[src/rtl/div_unit.sv]
// Iterative radix-2 restoring divider for RV32M div/divu/rem/remu.
// One quotient bit per cycle; divide-by-zero and signed overflow are
// resolved directly from IDLE without iterating.
//
// state | meaning
// ------+---------------------------------------------------------------
// IDLE  | waiting for start_i; operands, op and signs latched on accept
// CALC  | one restoring shift/subtract step per cycle, DATA_WIDTH steps
// FIXUP | apply result signs, select quotient or remainder
// DONE  | result presented with a one-cycle valid_o pulse
module div_unit #(
  parameter int DATA_WIDTH = 32
) (
  input  logic                  clk_i,
  input  logic                  rst_ni,
  input  logic                  start_i,
  input  logic                  flush_i,
  input  logic [1:0]            op_i,
  input  logic [DATA_WIDTH-1:0] a_i,
  input  logic [DATA_WIDTH-1:0] b_i,
  output logic                  busy_o,
  output logic                  valid_o,
  output logic [DATA_WIDTH-1:0] result_o,
  output logic                  dbz_o
);

  localparam int CW = $clog2(DATA_WIDTH) + 1;
  localparam logic [CW-1:0]         CNT_INIT = CW'(DATA_WIDTH);
  localparam logic [CW-1:0]         CNT_LAST = CW'(1);
  localparam logic [DATA_WIDTH-1:0] MIN_VAL  = {1'b1, {(DATA_WIDTH-1){1'b0}}};
  localparam logic [DATA_WIDTH-1:0] ONES     = {DATA_WIDTH{1'b1}};

  typedef enum logic [1:0] {
    S_IDLE,
    S_CALC,
    S_FIXUP,
    S_DONE
  } state_t;

  state_t                state_q;
  logic [CW-1:0]         cnt_q;
  logic [DATA_WIDTH-1:0] rem_q;
  logic [DATA_WIDTH-1:0] quo_q;
  logic [DATA_WIDTH-1:0] div_q;
  logic                  rem_sel_q;
  logic                  quo_neg_q;
  logic                  rem_neg_q;
  logic [DATA_WIDTH-1:0] stage_q;
  logic                  stage_dbz_q;
  logic [DATA_WIDTH-1:0] result_q;
  logic                  dbz_q;

  logic                  is_signed;
  logic                  a_neg;
  logic                  b_neg;
  logic [DATA_WIDTH-1:0] a_mag;
  logic [DATA_WIDTH-1:0] b_mag;
  logic                  ovf_case;
  logic [DATA_WIDTH:0]   shifted;
  logic [DATA_WIDTH:0]   trial;
  logic [DATA_WIDTH-1:0] quo_fix;
  logic [DATA_WIDTH-1:0] rem_fix;

  // Operand conditioning and one restoring step of the datapath.
  always_comb begin
    is_signed = ~op_i[0];
    a_neg     = is_signed & a_i[DATA_WIDTH-1];
    b_neg     = is_signed & b_i[DATA_WIDTH-1];
    a_mag     = a_neg ? (~a_i + 1'b1) : a_i;
    b_mag     = b_neg ? (~b_i + 1'b1) : b_i;
    ovf_case  = is_signed & (a_i == MIN_VAL) & (b_i == ONES);
    shifted   = {rem_q, quo_q[DATA_WIDTH-1]};
    trial     = shifted - {1'b0, div_q};
    quo_fix   = quo_neg_q ? (~quo_q + 1'b1) : quo_q;
    rem_fix   = rem_neg_q ? (~rem_q + 1'b1) : rem_q;
  end

  // Control FSM and working registers; flush_i overrides everything.
  always_ff @(posedge clk_i or negedge rst_ni) begin
    if (!rst_ni) begin
      state_q     <= S_IDLE;
      cnt_q       <= '0;
      rem_q       <= '0;
      quo_q       <= '0;
      div_q       <= '0;
      rem_sel_q   <= 1'b0;
      quo_neg_q   <= 1'b0;
      rem_neg_q   <= 1'b0;
      stage_q     <= '0;
      stage_dbz_q <= 1'b0;
      result_q    <= '0;
      dbz_q       <= 1'b0;
    end else if (flush_i) begin
      state_q <= S_IDLE;
    end else begin
      case (state_q)
        S_IDLE: begin
          if (start_i) begin
            rem_sel_q <= op_i[1];
            if (b_i == '0) begin
              stage_q     <= op_i[1] ? a_i : ONES;
              stage_dbz_q <= 1'b1;
              state_q     <= S_DONE;
            end else if (ovf_case) begin
              stage_q     <= op_i[1] ? '0 : MIN_VAL;
              stage_dbz_q <= 1'b0;
              state_q     <= S_DONE;
            end else begin
              quo_q       <= a_mag;
              div_q       <= b_mag;
              rem_q       <= '0;
              cnt_q       <= CNT_INIT;
              quo_neg_q   <= a_neg ^ b_neg;
              rem_neg_q   <= a_neg;
              stage_dbz_q <= 1'b0;
              state_q     <= S_CALC;
            end
          end
        end
        S_CALC: begin
          if (!trial[DATA_WIDTH]) begin
            rem_q <= trial[DATA_WIDTH-1:0];
          end else begin
            rem_q <= shifted[DATA_WIDTH-1:0];
          end
          quo_q <= {quo_q[DATA_WIDTH-2:0], ~trial[DATA_WIDTH]};
          cnt_q <= cnt_q - 1'b1;
          if (cnt_q == CNT_LAST) begin
            state_q <= S_FIXUP;
          end
        end
        S_FIXUP: begin
          stage_q <= rem_sel_q ? rem_fix : quo_fix;
          state_q <= S_DONE;
        end
        S_DONE: begin
          result_q <= stage_q;
          dbz_q    <= stage_dbz_q;
          state_q  <= S_IDLE;
        end
        default: state_q <= S_IDLE;
      endcase
    end
  end

  // The new result shows during DONE but only sticks if the op is not
  // killed in that same cycle, so a flushed op never alters result_o.
  always_comb begin
    busy_o   = (state_q != S_IDLE);
    valid_o  = (state_q == S_DONE) & ~flush_i;
    result_o = valid_o ? stage_q : result_q;
    dbz_o    = valid_o ? stage_dbz_q : dbz_q;
  end

endmodule

[config.mk]
export PLATFORM = sky130hd
export DESIGN_NAME = div_unit
export DESIGN_NICKNAME = d
export VERILOG_FILES = /design/src/rtl/div_unit.sv
export SDC_FILE = /design/constraint.sdc
export NUM_CORES = 1
export LEC_CHECK = 0
export CAP_MARGIN = 20
export CORE_ASPECT_RATIO = 0.8
export CORE_MARGIN = 4
export CORE_UTILIZATION = 40
export CTS_CLUSTER_SIZE = 8
export DETAILED_ROUTE_END_ITERATION = 10
export PLACE_DENSITY_LB_ADDON = 0.05
export SYNTH_ARGS = -nofsm -noshare
export SYNTH_HDL_FRONTEND = slang
export SYNTH_SLANG_ARGS = --single-unit
[constraint.sdc]
create_clock -name clk_i -period 3.6 [get_ports clk_i]
set_clock_uncertainty 0.05 [all_clocks]
set_input_delay 0.72 -clock clk_i [delete_from_list [all_inputs] [get_ports clk_i]]
set_output_delay 0.72 -clock clk_i [all_outputs]
set_load 0.03 [all_outputs]
==> results of run 1 <==
==> through the flow <==
stage                     std cells  cell area (um^2)  TNS [ns]  power [mW]
after CTS                      2061             15300         0        9.91
after global routing           2061             15300         0        10.6
after global placement         2029             14700    -12.64        7.83
after detailed placement       2029             14700    -14.62        7.90
final                          2061             15300         0        9.84
after floorplan                1445             12200         0        6.31
==> power by group through the flow <==
stage / Clock, mW / Sequential (mW) / Combinational, mW
2_1_floorplan: 0 / 3.05 / 3.25
3_3_place_gp: 0 / 3.25 / 4.59
3_5_place_dp: 0 / 3.25 / 4.65
4_1_cts: 2.01 / 3.23 / 4.67
5_1_grt: 2.10 / 3.33 / 5.16
6_report: 1.97 / 3.23 / 4.65
==> final timing paths <==
path                                         start                  endpoint
setup / recovery             rem_q[25]$_DFFE_PN0P_      rem_q[7]$_DFFE_PN0P_
hold / removal                              rst_ni      div_q[2]$_DFFE_PN0P_
setup reg to reg             rem_q[25]$_DFFE_PN0P_      rem_q[7]$_DFFE_PN0P_
hold reg to reg            stage_q[31]$_DFFE_PN0P_   stage_q[31]$_DFFE_PN0P_
max in group asynchronous                   rst_ni  result_q[17]$_DFFE_PN0P_
min in group clk_i         stage_q[31]$_DFFE_PN0P_   stage_q[31]$_DFFE_PN0P_
==> critical path, delay by kind of cell, from the launching register on <==
family                     cells  cell delay [ns]
AOI/OAI and AO/OA              6             1.48
buffers and inverters          2             0.45
DFF                            1             0.45
adders and majority gates      1             0.41
muxes                          1             0.29
and+or+nand+nor                1             0.12
==> flip-flops by register name, indices dropped and copies added, names as in the netlist <==
| signal | cells |
|---|---|
| stage_dbz_q | 1 |
| rem_sel_q | 1 |
| state_q | 2 |
| quo_q | 32 |
| rem_neg_q | 1 |
| result_q | 32 |
| div_q | 32 |
| cnt_q | 6 |
| quo_neg_q | 1 |
| stage_q | 32 |
| dbz_q | 1 |
| rem_q | 32 |
==> timing repair <==
item / 4_1_cts / 5_1_grt
buffers inserted: 0 / 0
pin swaps: 0 / 0
gates cloned: 0 / 0
endpoints found under the setup margin: 1 / 7
resized for setup: 1 / 5
==> cells in the final DEF (no fill, tap or decap), types with 20 or more instances in the layout <==
cell | Yosys | layout
a21oi_1 | 110 | 108
o211ai_1 | 25 | 25
nor3_1 | 26 | 25
ha_1 | 43 | 42
o31ai_1 | 31 | 31
inv_1 | 54 | 54
o311ai_1 | 20 | 20
buf_4 | 4 | 155
xnor2_1 | 67 | 67
nand2_1 | 170 | 170
clkdlybuf4s50_1 | 0 | 90
nor2_1 | 117 | 117
o21ai_0 | 127 | 126
a31oi_1 | 22 | 22
mux2_2 | 36 | 36
nand3_1 | 36 | 36
dfrtp_1 | 173 | 173
xor2_1 | 76 | 76
==> area by class of cell <==
type	instances	area [um^2]	share of cell area (%)
multi-input cells	1138	7390	48.2
flip-flops and latches	173	4330	28.2
clock buffers	17	425	2.77
well taps	406	508	3.31
repair buffers	257	2300	15.0
clock inverters	15	188	1.22
inverters	55	206	1.35
==> cells by family (layout without fill, tap and decap cells) <==
group | Yosys count | after routing | synth area share, %
AND/OR/NAND/NOR | 463 | 463 | 18.3
AO/OA/AOI/OAI | 436 | 436 | 22.3
flip-flops | 173 | 173 | 35.5
XOR/XNOR | 143 | 143 | 10.3
buffers and inverters | 134 | 344 | 4.48
multiplexers | 52 | 52 | 4.63
adder cells (fa/ha/maj) | 44 | 44 | 4.57
==> per-layer routing <==
layer  part of all wire [%]  track usage, %
met1                     50            33.6
met2                     44            33.9
met3                    4.5            3.49
met4                   0.88            4.17
met5                      0               0
==> metrics.txt, run 1 <==
Placer Congestion=0.857; CP Cell Sequence=ha_1 -> a21o_1 -> a2111oi_0 -> nor2_1 -> a2111oi_0 -> o31ai_1 -> buf_4 -> o211ai_4 -> buf_12 -> mux2i_2 -> o22ai_1; area leader, netlist=dfrtp_1; Reg clk slew, reported paths=0.07 ns; Synth Cell Area=12200 um^2; worst path required time=3.88 ns; R2R cell count=11; area delta synth->final=25.7%; Pint=5.71 mW; slowest stage delay, CP=0.50 ns; R2R setup slack=0.19 ns; WL/cell=17.9 um; Synth Register Bits=173; largest net degree at the start of global routing=69; GRT overflow=0; CTS max path bufs=2; number of global-route vias before repair=10900; GR Util All Layers=22.2%; starting density of the core=41.1%; Nets=1756; Detail Placement HPWL=28.1 mm; crit share post-route=94.7%; ratio of cells with drive above 1 in the final layout=16.3%; status=complete, no violations; fillers=2896; Final Hold Viols=0; dpl ws=-0.284 ns; sequential fraction of design power=32.8%; normalized max-slew margin=35.5%; Critical-path top delay cell=a2111oi_0; overall die area=33400 um^2; Synth top cells by count=dfrtp_1, nand2_1, o21ai_0; Setup violations, final=0; Via density=5.51; Synth top area share=35.5%; asr flop ratio synth=100%; Max Cap Viol=0; Hold Crit Class=input port to asynchronous set/reset pin; final-report max-slew violation count=0; crit-path max FO=48; top_reg_cell synth=dfrtp_1; Leakage Power=6.69 nW; CTS buffer count=17; Synth area leaders=dfrtp_1, xor2_1, nand2_1, o21ai_0, xnor2_1; CTS Sinks=173; die extent in x=203 um; Rows=56; achievable frequency=0.293 GHz; global-route wire length before repair=59.5 mm; routed via count=11400; measured slew at the worst slew-check pin=0.968 ns; Routed Antenna Nets=0; Setup crit start kind=flop; TritonRoute pass-1 iters=5; CP Capture Type=flop; die height=164 um; initial antenna violation count=0; minimum clock period after layout=3.41 ns; Post-Route WL=37.0 mm; pwr/cell area=641 nW/um^2; Diodes inserted=0; P_sw=4.13 mW; Final Util=51.7%; syn nets=1559; post-synth cell types=77; Combinational Power Share=47.2%; RSZ-0062 raised after global routing=no; Mapped Cells=1445; io pins=105; most numerous cell in the Yosys netlist=dfrtp_1; VDD IR max=0.526 mV; cts hold-fix bufs=0; worst-skew pair later-pin latency=0.45 ns; PnR worst setup slack=0.190 ns; synth warn=0; Clock Power Share=20.0%; Core Region=29700 um^2; Worst EP arrival=3.69 ns; CTS tree=done; post-synthesis sequential area ratio=35.5%; crit-path most repeated cell=a2111oi_0; Port Buffers=104; WHS=0.158 ns; drt drc=0; Worst Path Class, Setup=flop to flop; root buf cell=clkbuf_16; Starting DRT DRC Count=891; Avg Cell Area, Syn=8.45 um^2; count of flip-flops with a built-in enable after synthesis=0; H-tree depth=4; switching share of power=42.0%
Power figures use the tool's default switching activity.
==> run 2, diff against run 1 <==
--- a/config.mk
+++ b/config.mk
@@ -5,7 +5,7 @@
 export SDC_FILE = /design/constraint.sdc
 export NUM_CORES = 1
 export LEC_CHECK = 0
-export CAP_MARGIN = 20
+export ABC_AREA = 0
 export CORE_ASPECT_RATIO = 0.8
 export CORE_MARGIN = 4
 export CORE_UTILIZATION = 40
==> results of run 2 <==
Final layout, timing and power as in run 1 (identical DEF).
==> run 3, diff against run 2 <==
--- a/config.mk
+++ b/config.mk
@@ -8,7 +8,7 @@
 export ABC_AREA = 0
 export CORE_ASPECT_RATIO = 0.8
 export CORE_MARGIN = 4
-export CORE_UTILIZATION = 40
+export CORE_UTILIZATION = 59
 export CTS_CLUSTER_SIZE = 8
 export DETAILED_ROUTE_END_ITERATION = 10
 export PLACE_DENSITY_LB_ADDON = 0.05
==> run 3 against run 2 <==
Routed wire length down 5.4%. Sequential power about the same. Combinational power about the same. Largest cell class unchanged. Highest routed layer unchanged.
==> metrics.txt, run 3 (same netlist as run 1, synthesis figures left out) <==
Core Region=20100 um^2 (-32%); measured slew at the worst slew-check pin=0.994 ns (+0.0265 ns); status=complete, no violations; Starting DRT DRC Count=1131 (+27%); slowest stage delay, CP=0.44 ns (-0.06 ns); Rows=46 (-18%); R2R cell count=14 (+3); die height=137 um (-17%); Post-CTS Setup Bufs=0 (unchanged); Leakage Power=6.64 nW (-0.76%); Finished Layout Cells=1913 (-7.2%); Worst EP arrival=3.71 ns (+0.02 ns); drt drc=0 (unchanged); io pins=105 (unchanged); RSZ-0062 raised after global routing=no; pwr/cell area=646 nW/um^2 (+0.79%); initial antenna violation count=0 (unchanged); Worst Path Class, Setup=flop to flop; Port Buffers=104 (unchanged); Routed Antenna Nets=0 (unchanged); GR Util All Layers=30.4% (+8.2 points); final-report max-slew violation count=0 (unchanged); cts hold-fix bufs=0 (unchanged); fillers=1574 (-46%); TritonRoute pass-1 iters=5 (unchanged); CTS tree=done; R2R setup slack=0.15 ns (-0.04 ns); area delta synth->final=23.8%; Setup violations, final=0 (unchanged); commonest non-fill, non-tap cell in the layout=dfrtp_1; VDD IR max=0.435 mV (-17%); most frequent cells in the layout=dfrtp_1, nand2_1, buf_4; number of global-route vias before repair=11100 (+2.0%); Post-Route WL=35.0 mm (-5.4%); setup TNS=0 ns (unchanged); ratio of cells with drive above 1 in the final layout=15.3% (-0.91 points); CTS buffer count=17 (unchanged); CP Capture Type=flop; crit share post-route=95.7% (+1.0 points); CTS Sinks=173 (unchanged); post-route cell area=15100 um^2 (-1.5%); reg2reg end=rem_q[9]$_DFFE_PN0P_; routed via count=11700 (+3.4%); CTS max path bufs=2 (unchanged); normalized max-slew margin=33.7% (-1.8 points); crit-path max FO=31 (-35%); Critical-path top delay cell=fa_1; largest net degree at the start of global routing=67 (-2.9%); Setup crit start kind=flop; Final Hold Viols=0 (unchanged); Hold Crit Class=input port to asynchronous set/reset pin; starting density of the core=60.8% (+20 points); global-route wire length before repair=56.9 mm (-4.3%); CP Cell Sequence=ha_1 -> fa_1 -> nor2b_2 -> o31a_1 -> o41ai_2 -> buf_4 -> a21oi_4 -> o21ai_1 -> o31ai_1 -> buf_4 -> o211ai_4 -> buf_12 -> buf_4 -> o311ai_1; Detail Placement HPWL=26.6 mm (-5.4%); Via density=6.14 (+11%); die extent in x=169 um (-17%); dpl cell area=14500 um^2 (-1.3%); Nets=1750 (-0.34%); achievable frequency=0.290 GHz (-1.0%); H-tree depth=4 (unchanged); GRT overflow=0 (unchanged); minimum clock period after layout=3.45 ns (+0.0362 ns); worst-skew pair later-pin latency=0.43 ns (-0.02 ns); R2R Path Start=div_q[0]$_DFFE_PN0P_; root buf cell=clkbuf_16; Placer Congestion=0.904 (+5.5%); Diodes inserted=0 (unchanged); overall die area=23100 um^2 (-31%); WL/cell=18.3 um (+1.9%); Inst Count DP=1881 (-7.3%); crit-path most repeated cell=buf_4; Max Cap Viol=0 (unchanged); Reg clk slew, reported paths=0.07 ns (about the same); worst path required time=3.86 ns (-0.02 ns)
[run 3: cell types whose count changed in the layout (fill, tap and decap cells not counted), moves of 2 or more]
| cell | before | now |
|---|---|---|
| clkinv_4 | 5 | 3 |
| bufinv_16 | 3 | 1 |
| clkdlybuf4s50_1 | 90 | 98 |
| buf_4 | 155 | 139 |
| buf_12 | 11 | 13 |
[run 3: final cells by class]
class	count	area, um^2	share of cell area [%]
repair buffers	251	2300	15.2
inverters	55	206	1.37
multi-input cells	1138	7380	48.8
clock inverters	13	130	0.861
flip-flops and latches	173	4330	28.6
well taps	264	330	2.18
clock buffers	19	443	2.93
[run 3: how the worst max path moves through the flow]
stage	cells past startpoint	start	end
floorplan	9	a_i[10]	rem_q[10]$_DFFE_PN0P_
global placement	11	a_i[10]	stage_q[1]$_DFFE_PN0P_
detailed placement	10	b_i[7]	stage_q[1]$_DFFE_PN0P_
CTS	14	div_q[0]$_DFFE_PN0P_	rem_q[9]$_DFFE_PN0P_
global route	15	quo_q[31]$_DFFE_PN0P_	rem_q[9]$_DFFE_PN0P_
finish	14	div_q[0]$_DFFE_PN0P_	rem_q[9]$_DFFE_PN0P_
[run 3: metrics by stage]
stage	utilization [%]	total power, mW	worst slack, ns	hold slack (ns)
after floorplan	-	6.31	0.368	0.374
after global placement	72.3	7.72	-0.245	0.415
after detailed placement	72.3	7.87	-0.250	0.427
after CTS	75.2	9.74	0.0266	0.232
after global routing	75.3	10.4	0.00707	0.243
final	75.3	9.77	0.153	0.197
[run 3: layer usage]
metal | global-route usage, % | up-vias | wire length (um)
met5 | 0 | - | 0
met4 | 7.84 | 0 | 703
met3 | 4.48 | 56 | 2460
met2 | 46.9 | 460 | 15900
met1 | 45.2 | 5637 | 15900
li1 | - | 5592 | -
[run 3: critical path, delay by kind of cell, from the launching register on]
| family | cells | cell delay (ns) |
|---|---|---|
| AO/OA/AOI/OAI | 7 | 1.28 |
| adder cells (fa/ha/maj) | 2 | 0.72 |
| buffers and inverters | 4 | 0.66 |
| flip-flops | 1 | 0.43 |
| AND/OR/NAND/NOR | 1 | 0.14 |
[run 3: power by group]
group,switching (mW),internal [mW],total (mW)
Clock,0.863,0.988,1.85
Sequential,0.588,2.66,3.25
Combinational,2.70,1.97,4.67
[run 3: timing repair]
| item | 4_1_cts | 5_1_grt |
|---|---|---|
| gates resized for setup | 1 | 5 |
| pin swaps | 0 | 1 |
| endpoints found under the setup margin | 2 | 22 |
